===== src/rtl/gsm_cmd_sequencer.sv =====
// Initiator for the game-state-manager command handshake: captures game events, picks the
// command that is due and drives it over flag/trig/done with a timeout.
module gsm_cmd_sequencer #(
    parameter int unsigned MAX_STAGE = 3,
    parameter int unsigned PEND_W    = 4,
    parameter int unsigned TIMEOUT   = 16,
    parameter int unsigned GAP       = 2
) (
    input  logic              clk_1mhz,
    input  logic              rst_n,
    input  logic              hit_pulse,
    input  logic              miss_pulse,
    input  logic              btn_start,
    input  logic              btn_pause,
    input  logic [2:0]        gsm_state,
    input  logic [1:0]        gsm_stage,
    input  logic [1:0]        gsm_lives,
    input  logic [6:0]        gsm_timer,
    input  logic              gsm_timer_running,
    input  logic              done,
    output logic [3:0]        flag,
    output logic              trig,
    output logic              busy,
    output logic              err,
    output logic [PEND_W-1:0] hit_pend,
    output logic [PEND_W-1:0] miss_pend
);

    localparam int unsigned CntMax = (TIMEOUT > GAP) ? TIMEOUT : GAP;
    localparam int unsigned CntW   = $clog2(CntMax + 1);
    localparam logic [CntW-1:0] ToLast  = CntW'(TIMEOUT - 1);
    localparam logic [CntW-1:0] GapLast = CntW'((GAP > 0) ? GAP - 1 : 0);
    localparam logic [PEND_W-1:0] PendMax = '1;

    typedef enum logic [1:0] {StIdle, StIssue, StRelease} state_e;

    state_e             state_q, state_d;
    logic [CntW-1:0]    cnt_q, cnt_d;
    logic [3:0]         flag_q, flag_d;
    logic               trig_q, trig_d;
    logic               err_q, err_d;
    logic [PEND_W-1:0]  hit_q, hit_d, miss_q, miss_d;
    logic               start_q, start_d, pause_q, pause_d;

    logic               playing, start_legal;
    logic               sel_valid;
    logic [3:0]         sel_flag;
    logic               hit_dec, miss_dec, clr_pend, clr_pause, clr_start;

    assign playing     = (gsm_state == 3'd1);
    assign start_legal = (gsm_state == 3'd0) || (gsm_state == 3'd3) ||
                         (gsm_state == 3'd4) || (gsm_state == 3'd5);

    always_comb begin
        state_d   = state_q;
        cnt_d     = cnt_q;
        flag_d    = flag_q;
        trig_d    = 1'b0;
        err_d     = err_q;
        sel_valid = 1'b0;
        sel_flag  = 4'b0000;
        hit_dec   = 1'b0;
        miss_dec  = 1'b0;
        clr_pend  = 1'b0;
        clr_pause = 1'b0;
        clr_start = 1'b0;
        unique case (state_q)
            StIdle: begin
                if (playing && gsm_lives == 2'd0) begin
                    sel_valid = 1'b1;
                    sel_flag  = 4'b1101;
                end else if (playing && gsm_timer == 7'd0 && !gsm_timer_running) begin
                    sel_valid = 1'b1;
                    sel_flag  = (gsm_stage == 2'(MAX_STAGE)) ? 4'b1110 : 4'b1100;
                end else if (playing && miss_q != '0) begin
                    sel_valid = 1'b1;
                    sel_flag  = 4'b0010;
                    miss_dec  = 1'b1;
                end else if (playing && hit_q != '0) begin
                    sel_valid = 1'b1;
                    sel_flag  = 4'b0001;
                    hit_dec   = 1'b1;
                end else if (playing && pause_q) begin
                    sel_valid = 1'b1;
                    sel_flag  = gsm_timer_running ? 4'b0100 : 4'b0101;
                    clr_pause = 1'b1;
                end else if (start_q && start_legal) begin
                    sel_valid = 1'b1;
                    clr_start = 1'b1;
                    case (gsm_state)
                        3'd0:       sel_flag = 4'b1010;
                        3'd4:       sel_flag = 4'b1000;
                        default:    sel_flag = 4'b1111;
                    endcase
                end
                // Events with no legal command in this state are dropped
                if (!start_legal) clr_start = 1'b1;
                if (!playing) clr_pend = 1'b1;
                if (sel_valid) begin
                    flag_d  = sel_flag;
                    state_d = StIssue;
                    cnt_d   = '0;
                    if (sel_flag[3]) clr_pend = 1'b1;
                end
            end
            StIssue: begin
                trig_d = 1'b1;
                if (trig_q && done) begin
                    trig_d  = 1'b0;
                    state_d = StRelease;
                    cnt_d   = '0;
                end else if (trig_q) begin
                    if (cnt_q == ToLast) begin
                        trig_d  = 1'b0;
                        err_d   = 1'b1;
                        state_d = StRelease;
                        cnt_d   = '0;
                    end else begin
                        cnt_d = cnt_q + 1'b1;
                    end
                end
            end
            StRelease: begin
                if (done) begin
                    cnt_d = '0;
                end else if (cnt_q == GapLast) begin
                    state_d = StIdle;
                    cnt_d   = '0;
                end else begin
                    cnt_d = cnt_q + 1'b1;
                end
            end
            default: state_d = StIdle;
        endcase
    end

    // Saturating event counters; a simultaneous increment and dequeue cancel out
    always_comb begin
        hit_d   = hit_q;
        miss_d  = miss_q;
        start_d = btn_start ? 1'b1 : (clr_start ? 1'b0 : start_q);
        pause_d = btn_pause ? 1'b1 : ((clr_pend || clr_pause) ? 1'b0 : pause_q);
        if (clr_pend) begin
            hit_d = '0;
        end else if (hit_pulse && playing && !hit_dec) begin
            if (hit_q != PendMax) hit_d = hit_q + 1'b1;
        end else if (hit_dec && !(hit_pulse && playing)) begin
            hit_d = hit_q - 1'b1;
        end
        if (clr_pend) begin
            miss_d = '0;
        end else if (miss_pulse && playing && !miss_dec) begin
            if (miss_q != PendMax) miss_d = miss_q + 1'b1;
        end else if (miss_dec && !(miss_pulse && playing)) begin
            miss_d = miss_q - 1'b1;
        end
    end

    always_ff @(posedge clk_1mhz) begin
        if (!rst_n) begin
            state_q <= StIdle;
            cnt_q   <= '0;
            flag_q  <= 4'b0000;
            trig_q  <= 1'b0;
            err_q   <= 1'b0;
            hit_q   <= '0;
            miss_q  <= '0;
            start_q <= 1'b0;
            pause_q <= 1'b0;
        end else begin
            state_q <= state_d;
            cnt_q   <= cnt_d;
            flag_q  <= flag_d;
            trig_q  <= trig_d;
            err_q   <= err_d;
            hit_q   <= hit_d;
            miss_q  <= miss_d;
            start_q <= start_d;
            pause_q <= pause_d;
        end
    end

    assign flag      = flag_q;
    assign trig      = trig_q;
    assign busy      = (state_q != StIdle);
    assign err       = err_q;
    assign hit_pend  = hit_q;
    assign miss_pend = miss_q;

endmodule


===== config.mk =====
export PLATFORM = sky130hd
export DESIGN_NAME = gsm_cmd_sequencer
export DESIGN_NICKNAME = d
export VERILOG_FILES = /design/src/rtl/gsm_cmd_sequencer.sv
export SDC_FILE = /design/constraint.sdc
export NUM_CORES = 1
export LEC_CHECK = 0
export CORE_UTILIZATION = 25
export DETAILED_ROUTE_END_ITERATION = 7
export HOLD_SLACK_MARGIN = 0.15
export PLACE_DENSITY_LB_ADDON = 0.25
export SYNTH_ARGS = -nofsm -noshare
export SYNTH_HDL_FRONTEND = slang
export SYNTH_SLANG_ARGS = --single-unit

===== constraint.sdc =====
create_clock -name clk_1mhz -period 2.5 [get_ports clk_1mhz]
set_input_delay 0.25 -clock clk_1mhz [delete_from_list [all_inputs] [get_ports clk_1mhz]]
set_output_delay 0.25 -clock clk_1mhz [all_outputs]
set_load 0.02 [all_outputs]

==> impl_metrics.yaml, run 1 <==
logic_synthesis:
  syn_area_um2: 1663
  synth_cell_types: 49
  syn_nets: 222
  synth_flop_cell: "dfxtp_1"
  yosysSeqAreaShare: 0.2769
  yosys_warnings: 0
  synth_area_leader_cell: "dfxtp_1"
  syn_avg_cell_area_um2: 8.892
  syn_inst: 187
  synth_top_area_frac: 0.2769
  ys_ff_latch: 23
  synth_area_leaders: "dfxtp_1, ha_1, mux2i_1"
  synth_edf_count: 0
  async_reset_ff_frac: 0
finish:
  multiInputGateArea_um2: 1204
  fin_nets: 280
  layout.cells.most_common: "clkdlybuf4s50_1"
  drive_gt1_frac: 0.2213
  seqCellArea_um2: 460.4
  diodes: 0
  layout_common_cells: "clkdlybuf4s50_1, buf_4, dfxtp_1"
  fin_area_um2: 2381
  fillerInstances: 653
  syn_to_final_growth_pct: 43.19
placement:
  dp_hpwl_mm: 3.188
  placed_area_um2: 2292
  portBuffers: 36
  place.gp.congestion: 0.7794
  dpl_worst_slack_ns: -0.3784
hold_path:
  hp-start: "flag[1]"
  hp-class: "reg2reg"
  min_path_cells: 2
  min_to: "flag[1]"
setup_path:
  r2r_slack_ns: 0.26
  worstReg2RegEnd: "miss_pend[3]"
  worstSetupEndpointType: "flip-flop"
  cp.arrival_ns: 2.44
  cp_data_required_time_ns: 2.66
  cp-start-kind: "primary input"
  r2r_cells: 13
  path_max_fanout: 3
  r2r-start: "state_q[0]"
  crit_type: "in2reg"
clock_network:
  cts_tree: "built"
  cts_buffers: 3
  cts_hold_buffers: 0
  cts.clk_slew.worst_paths_ns: 0.09
  clkLatencyLatePin_ns: 0.27
  clock_tree.buffer_depth: 2
  clock-sinks: 23
  htree_levels: 1
  cts-root-buf: "clkbuf_8"
sta:
  tightestPinTransition_ns: 0.4200
  tns_ns: 0
  finalWorstSetupSlack_ns: 0.2194
  hold_slack_ns: 0.4634
  hold_viol: 0
  min_period_ns: 2.281
  fin_crit_sh: 0.9122
  skew_ns: 0.002305
  max_slew_margin: 0.7200
  final_max_slew_viol_count: 0
  rsz0062_at_grt: "no"
  setup_viol_count_final: 0
  fmax_mhz: 438.5
floorplan:
  io_pins: 37
  rows: 29
  die_area_um2: 6981
  chipWidth_um: 83.56
  fp.coreArea_um2: 6386
  start_util: 0.2604
  die_h_um: 83.56
detailed_routing:
  routed_via_density: 4.726
  vias: 1517
  drc: 0
  drt-initial-drc-count: 76
  firstDrtPassIters: 4
  avgRoutedWirePerCell_um: 12.27
  ant_nets: 0
  wirelength_mm: 3.938
global_routing:
  grt.busiest_layer: "met2"
  met3_usage: 0.02572
  grt_first_pass_wirelength_mm: 7.176
  grt_usage: 0.1252
  first_global_vias: 1543
  grt_use_met2: 0.2057
  grt_start_max_net_pins: 14
  grt.overflow.total: 0
  antenna_found_initial: 0
  use_met1: 0.1707
pwr:
  power.density_nw_per_um2: 364.2
  p_leak_nw: 0.9318
  ir_worst_vdd_v: 0.0002062
job:
  max_cap_violations: 0
outcome:
  status: "finished clean"
cell usage after synthesis, types with 3 or more instances:
master    instances
a31oi_1           4
xnor2_1           4
nor2b_1           8
nand4_1           3
a211oi_1          3
xor2_1            4
o21ai_0           8
dfxtp_1          23
nor2_1           18
a21o_1            3
nand3_1           7
ha_1             11
nand2b_1          5
nor4_1            3
mux2i_1           8
inv_1             7
a21oi_1           6
nand2_1          16
or3_1             3
critical path, stage by stage:
cell	delay, ns
clkdlybuf4s50_1	0.41
nor4_2	0.30
buf_4	0.17
nand3_2	0.11
nand3_4	0.12
nand3_4	0.09
ha_4	0.24
a21o_1	0.18
a21oi_2	0.14
nor2_1	0.05
mux2i_1	0.16
xor2_1	0.17
nor2_1	0.05
where the power goes:
part	total [W]	switching, W	internal [W]
clock network	0.000241	0.000129	0.000111
logic	0.000237	0.000117	0.000120
registers	0.000389	0.0000116	0.000378
total	0.000867	0.000258	0.000609
timing repair:
item                                    4_1_cts  5_1_grt
endpoints found under the setup margin        2        2
setup buffers                                 0        1
pin swaps                                     0        6
gates resized for setup                       1        8
cell families after synthesis:
kind of cell,count (synthesis),share of synthesized area
fa+ha+maj,13,0.1068
simple gates,81,0.2957
compound gates,38,0.1693
mux,10,0.06471
flops,23,0.2769
buf+inv,14,0.04440
xor+xnor,8,0.04213
registers in the layout (all words and copies together), names as in the netlist:
register and cells:
miss_pend 4, start_q 1, cnt_q 5, err 1, hit_pend 4, pause_q 1
trig 1, state_q 2, flag 4
area by class of cell:
| type | count | share of cell area |
|---|---|---|
| inverters | 7 | 0.01104 |
| clock inverters | 1 | 0.002102 |
| repair buffers | 60 | 0.2302 |
| clock buffers | 3 | 0.01734 |
| flip-flops and latches | 23 | 0.1934 |
| multi-input cells | 150 | 0.5055 |
| well taps | 77 | 0.04046 |
worst max path at each step:
stage               depth (start not counted)            to  slack, ns         start
CTS                                        12  miss_pend[3]      0.001  gsm_state[0]
detailed placement                         12  miss_pend[3]      -0.38  gsm_state[0]
floorplan                                  14  miss_pend[3]      -0.06  gsm_state[2]
global placement                           12  miss_pend[3]      -0.30  gsm_state[0]
global route                               13  miss_pend[3]       0.01  gsm_timer[6]
finish                                     13  miss_pend[3]       0.22  gsm_timer[3]
stage by stage:
stage                     utilization  total power (W)  cells
after floorplan                     -        0.0005355    187
after global placement         0.3589        0.0006319    316
after detailed placement       0.3589        0.0006327    316
after CTS                      0.3670        0.0008772    320
after global routing           0.3728        0.0009236    321
final                          0.3728        0.0008671    321
routing by layer:
| layer | up-vias | part of all wire |
|---|---|---|
| li1 | 784 | - |
| met1 | 696 | 0.51 |
| met2 | 35 | 0.45 |
| met3 | 2 | 0.036 |
| met4 | 0 | 0.0036 |
| met5 | - | 0 |
Power figures use the tool's default switching activity.
==> run 2, diff against run 1 <==
--- a/config.mk
+++ b/config.mk
@@ -5,7 +5,9 @@
 export SDC_FILE = /design/constraint.sdc
 export NUM_CORES = 1
 export LEC_CHECK = 0
+export CORE_MARGIN = 1
 export CORE_UTILIZATION = 25
+export CTS_BUF_LIST = sky130_fd_sc_hd__clkbuf_4
 export DETAILED_ROUTE_END_ITERATION = 7
 export HOLD_SLACK_MARGIN = 0.15
 export PLACE_DENSITY_LB_ADDON = 0.25
==> run 2 against run 1 <==
Net effect: non-clock buffer count is the same; via count up 0.66%; largest power group unchanged; sequential cell count unchanged; setup slack improved by 0.013 ns; largest cell class unchanged; critical path type unchanged; global-route usage fell by 0.084 points; highest routed layer unchanged.
==> impl_metrics.yaml, run 2 (synthesis gave the netlist of run 1 again) <==
outcome:
  status: "finished clean"
clock_network:
  htree_levels: 1
  clock-sinks: 23
  clkLatencyLatePin_ns: 0.31
  cts_tree: "built"
  clock_tree.buffer_depth: 2
  cts_buffers: 3
  cts.clk_slew.worst_paths_ns: 0.14
  cts_hold_buffers: 0
  cts-root-buf: "clkbuf_4"
setup_path:
  cp.arrival_ns: 2.48
  cp-start-kind: "primary input"
  critPathBufInv: 2
  r2r_cells: 13
  r2r-start: "state_q[0]"
  worstPathCellList: "clkdlybuf4s50_1 -> nor4_2 -> buf_4 -> nand3_1 -> nand3_4 -> nand3_4 -> ha_4 -> a21o_1 -> a21oi_2 -> nor2_1 -> mux2i_1 -> xor2_1 -> nor2_1"
  crit_type: "in2reg"
  cp_data_required_time_ns: 2.72
  cpLargestDelayFamily: "simple AND/OR/NAND/NOR gates"
  worstReg2RegEnd: "hit_pend[3]"
  path_max_fanout: 3
  crit_path_top_delay_cell: "clkdlybuf4s50_1"
  crit_start: "gsm_timer[3]"
  worstSetupEndpointType: "flip-flop"
  r2r_slack_ns: 0.28
  cpPeakStageDelay_ns: 0.41
pwr:
  power.density_nw_per_um2: 343.2
  p_total_w: 0.0008099
  ir_worst_vdd_v: 0.0002386
  p_leak_nw: 0.9230
sta:
  hold_viol: 0
  finalWorstSetupSlack_ns: 0.2324
  min_period_ns: 2.268
  rsz0062_at_grt: "no"
  fin_crit_sh: 0.9070
  fmax_mhz: 441.0
  skew_ns: 0.002367
  max_slew_margin: 0.7204
  final_max_slew_viol_count: 0
  tightestPinTransition_ns: 0.4194
  tns_ns: 0
  setup_viol_count_final: 0
placement:
  dpl_worst_slack_ns: -0.3784
  place.gp.congestion: 0.7794
  portBuffers: 36
  dp_hpwl_mm: 3.188
  dp_cells: 316
job:
  max_cap_violations: 0
floorplan:
  start_util: 0.2604
  fp.coreArea_um2: 6386
  chipWidth_um: 83.56
  rows: 29
  die_area_um2: 6981
  io_pins: 37
  die_h_um: 83.56
global_routing:
  grt_usage: 0.1243
  grt.overflow.total: 0
  antenna_found_initial: 0
  grt_start_max_net_pins: 14
  grt_first_pass_wirelength_mm: 7.141
  first_global_vias: 1534
finish:
  drive_gt1_frac: 0.2213
  finalCoreUtilization: 0.3695
  layout_common_cells: "clkdlybuf4s50_1, buf_4, dfxtp_1"
  fin_nets: 280
  top_register: "cnt_q"
  syn_to_final_growth_pct: 41.91
  layoutNonFillerInstCount: 321
  largest_reg_flops: 5
  diodes: 0
  fillerInstances: 657
  layout.cells.most_common: "clkdlybuf4s50_1"
detailed_routing:
  firstDrtPassIters: 5
  routed_via_density: 4.757
  vias: 1527
  drc: 0
  ant_nets: 0
  avgRoutedWirePerCell_um: 12.26
  wirelength_mm: 3.936
  drt-initial-drc-count: 69
hold_path:
  hp-start: "flag[1]"
  min_path_cells: 2
  hp-class: "reg2reg"
  min_to: "flag[1]"
run 2: cell counts in the layout (fill, tap and decap cells not counted):
Identical to the previous run, type by type.
run 2: worst max-delay path by stage:
stage | end | cells past startpoint | slack (ns)
final | miss_pend[3] | 13 | 0.23
after global routing | miss_pend[3] | 13 | 0.03
after CTS | miss_pend[3] | 12 | 0.06
after detailed placement | miss_pend[3] | 12 | -0.38
after global placement | miss_pend[3] | 12 | -0.30
after floorplan | miss_pend[3] | 14 | -0.06
run 2: cell type report:
type | instances | area (um^2) | share of cell area
Multi-Input combinational cell | 150 | 1201 | 0.5090
Timing Repair Buffer | 60 | 548.0 | 0.2322
Sequential cell | 23 | 460.4 | 0.1951
Tap cell | 77 | 96.34 | 0.04083
Inverter | 7 | 26.28 | 0.01113
Clock buffer | 3 | 22.52 | 0.009544
Clock inverter | 1 | 5.005 | 0.002121
run 2: stage by stage:
stage               cell area [um^2]  hold slack [ns]
global route                    2360           0.5199
detailed placement              2292           0.4525
CTS                             2325           0.4712
global placement                2292           0.4552
finish                          2360           0.4682
floorplan                       1719           0.3885
run 2: what timing repair did:
| item | CTS | global route |
|---|---|---|
| buffers inserted | 0 | 1 |
| gates resized for setup | 1 | 8 |
| endpoints found under the setup margin | 1 | 2 |
| cloned | 0 | 0 |
| pin swaps | 0 | 5 |
run 2: routing by layer:
| layer | up-vias | wire (um) | track usage |
|---|---|---|---|
| met4 | 0 | 26 | 0.01849 |
| met1 | 708 | 2033 | 0.1701 |
| met5 | - | 0 | 0 |
| met2 | 32 | 1752 | 0.2057 |
| li1 | 785 | - | - |
| met3 | 2 | 123 | 0.02572 |
run 2: tightest hold or removal path, delay by kind of cell (launching register included):
family | cells | cell delay, ns
simple gates | 1 | 0.05
flops | 1 | 0.34
compound gates | 1 | 0.05
run 2: report_power, final:
group	internal [W]	switching, W	total [W]
registers	0.000378	0.0000117	0.000390
logic	0.000121	0.000117	0.000238
clock network	0.0000599	0.000122	0.000182
==> run 3, diff against run 2 <==
--- a/config.mk
+++ b/config.mk
@@ -5,6 +5,7 @@
 export SDC_FILE = /design/constraint.sdc
 export NUM_CORES = 1
 export LEC_CHECK = 0
+export ABC_AREA = 1
 export CORE_MARGIN = 1
 export CORE_UTILIZATION = 25
 export CTS_BUF_LIST = sky130_fd_sc_hd__clkbuf_4
==> run 3 against run 2 <==
Net effect: sequential cell count did not move; synthesized cell count increased by 25%; clock skew increased by 0.014 ns; wire length down 2.8%; critical path depth increased by 2; via count increased by 4.9%; maximum frequency up 0.47%; largest power group is now combinational cells; sequential power is 21% higher; clock power up 3%; sequential share of layout area rose by 1.8 points.
==> impl_metrics.yaml, run 3 <==
sta:
  setup_viol_count_final: 0
  tightestPinTransition_ns: 0.3796
  max_slew_margin: 0.7461
  min_period_ns: 2.257
  rsz0062_at_grt: "no"
  hold_viol: 0
  final_max_slew_viol_count: 0
  finalWorstSetupSlack_ns: 0.2429
  fmax_mhz: 443.1
  skew_ns: 0.01679
  fin_crit_sh: 0.9028
floorplan:
  fp.coreArea_um2: 6026
  start_util: 0.2635
  rows: 28
  chipWidth_um: 81.70
  die_area_um2: 6674
  io_pins: 37
  die_h_um: 81.70
logic_synthesis:
  synth_area_leader_cell: "dfxtp_1"
  syn_nets: 268
  synth_flop_cell: "dfxtp_1"
  syn_avg_cell_area_um2: 6.814
  async_reset_ff_frac: 0
  yosysSeqAreaShare: 0.2900
  synth_common_cells: "nand2_1, nor2_1, inv_1, dfxtp_1, a21oi_1"
  syn_area_um2: 1588
  synth_edf_count: 0
  ys_ff_latch: 23
  synth_top_area_frac: 0.2900
  synth_area_leaders: "dfxtp_1, nand2_1, ha_1"
  synth_cell_types: 28
  syn_inst: 233
  yosysMostFrequentCell: "nand2_1"
  yosys_warnings: 0
detailed_routing:
  vias: 1602
  firstDrtPassIters: 4
  drt-initial-drc-count: 67
  routed_via_density: 4.462
  wirelength_mm: 3.824
  ant_nets: 0
  drc: 0
  avgRoutedWirePerCell_um: 10.65
pwr:
  p_total_w: 0.001249
  ir_worst_vdd_v: 0.0002243
  p_leak_nw: 0.9265
  power.density_nw_per_um2: 579.2
finish:
  syn_to_final_growth_pct: 35.86
  layout_common_cells: "nand2_1, clkdlybuf4s50_1, nor2_1"
  fillerInstances: 669
  diodes: 0
  largest_reg_flops: 5
  drive_gt1_frac: 0.1479
  top_register: "cnt_q"
  fin_nets: 320
  layout.cells.most_common: "nand2_1"
setup_path:
  cp.arrival_ns: 2.54
  worstSetupEndpointType: "flip-flop"
  path_max_fanout: 6
  crit_type: "reg2reg"
  worstPathCellList: "nor2_1 -> nand2_1 -> o21bai_1 -> nand2_1 -> nand2_1 -> ha_1 -> nand2_1 -> nand2_1 -> a31oi_1 -> inv_1 -> nand2_1 -> nand2_1 -> nor2_1 -> nor2_1 -> nor2_1"
  cpPeakStageDelay_ns: 0.41
  critPathMostFrequentCell: "nand2_1"
  cp-start-kind: "flip-flop"
  crit_path_top_delay_cell: "dfxtp_1"
  cp_data_required_time_ns: 2.78
job:
  max_cap_violations: 0
global_routing:
  grt_usage: 0.1222
  antenna_found_initial: 0
  grt.overflow.total: 0
  grt_start_max_net_pins: 14
  grt_first_pass_wirelength_mm: 6.189
  first_global_vias: 1399
hold_path:
  hp-class: "in2reg"
outcome:
  status: "finished clean"
placement:
  dp_hpwl_mm: 3.071
  dpl_worst_slack_ns: -0.06991
  portBuffers: 36
  place.gp.congestion: 0.7979
clock_network:
  postCtsSetupBuffers: 0
  htree_levels: 1
  clkLatencyLatePin_ns: 0.33
  cts.clk_slew.worst_paths_ns: 0.15
  cts_tree: "built"
  cts_buffers: 3
  cts-root-buf: "clkbuf_4"
  clock_tree.buffer_depth: 2
  clock-sinks: 23
run 3: cell types whose count changed in the layout (fill, tap and decap cells not counted), moves of 8 or more:
cell     previous run  this run
inv_1               7        25
a21oi_1             4        21
nor2_1             17        32
mux2i_1             8         0
buf_4              24        12
nor2b_1             8         0
nand2_1            15        44
nand3_1             6        15
run 3: timing repair:
action | in CTS | in global routing
gates resized for setup | 0 | 1
endpoints found under the setup margin | 0 | 1
endpoints found under the hold margin | 0 | 0
hold buffers | 0 | 0
run 3: kinds of logic (layout without fill, tap and decap cells):
group,count (synthesis),count (layout),synth area share
simple gates,116,116,0.3459
compound gates,46,46,0.1608
buf+inv,33,84,0.08038
flops,23,23,0.2900
fa+ha+maj,13,13,0.1119
xor+xnor,2,2,0.01103
run 3: area by class of cell:
type                    instances  area (um^2)  share of cell area
inverters                      32        122.6             0.05684
multi-input cells             177         1002              0.4646
well taps                      75        93.84             0.04350
clock buffers                   3        22.52             0.01044
clock inverters                 1        5.005            0.002320
flip-flops and latches         23        460.4              0.2135
repair buffers                 48        450.4              0.2088
run 3: through the flow:
| step | instance area, um^2 | utilization | TNS (ns) | hold WS (ns) | std cells |
|---|---|---|---|---|---|
| 3_5_place_dp | 2127 | 0.3530 | -0.08645 | 0.4614 | 355 |
| 2_1_floorplan | 1588 | - | 0 | 0.3563 | 233 |
| 5_1_grt | 2157 | 0.3580 | 0 | 0.4834 | 359 |
| 6_report | 2157 | 0.3580 | 0 | 0.4604 | 359 |
| 3_3_place_gp | 2127 | 0.3530 | -0.002086 | 0.4571 | 355 |
| 4_1_cts | 2155 | 0.3576 | 0 | 0.4557 | 359 |
run 3: report_power, final:
group / internal, W / switching [W]
logic: 0.000237 / 0.000354
clock network: 0.0000601 / 0.000127
registers: 0.000424 / 0.0000478
total: 0.000721 / 0.000528
run 3: routing by layer:
metal | share of wire | global-route usage | up-vias | routed length, um
met3 | 0.049 | 0.01778 | 5 | 189
met2 | 0.43 | 0.1983 | 36 | 1646
met1 | 0.50 | 0.1605 | 689 | 1923
met4 | 0.017 | 0.05263 | 0 | 64
li1 | - | - | 872 | -
met5 | 0 | 0 | - | 0
run 3: worst max-delay path: cells and delay by family, from the launching register on:
kind / cells / cell delay, ns
simple gates: 11 / 0.99
fa+ha+maj: 1 / 0.28
compound gates: 2 / 0.46
flops: 1 / 0.41
buf+inv: 1 / 0.06
run 3: final timing paths:
path | startpoint | cells after the start | slack (ns) | end
setup / recovery | miss_pend[1] | 15 | 0.24 | hit_pend[3]
hold / removal | btn_pause | 3 | 0.46 | pause_q
setup reg to reg | miss_pend[1] | 15 | 0.24 | hit_pend[3]
hold reg to reg | pause_q | 2 | 0.48 | pause_q
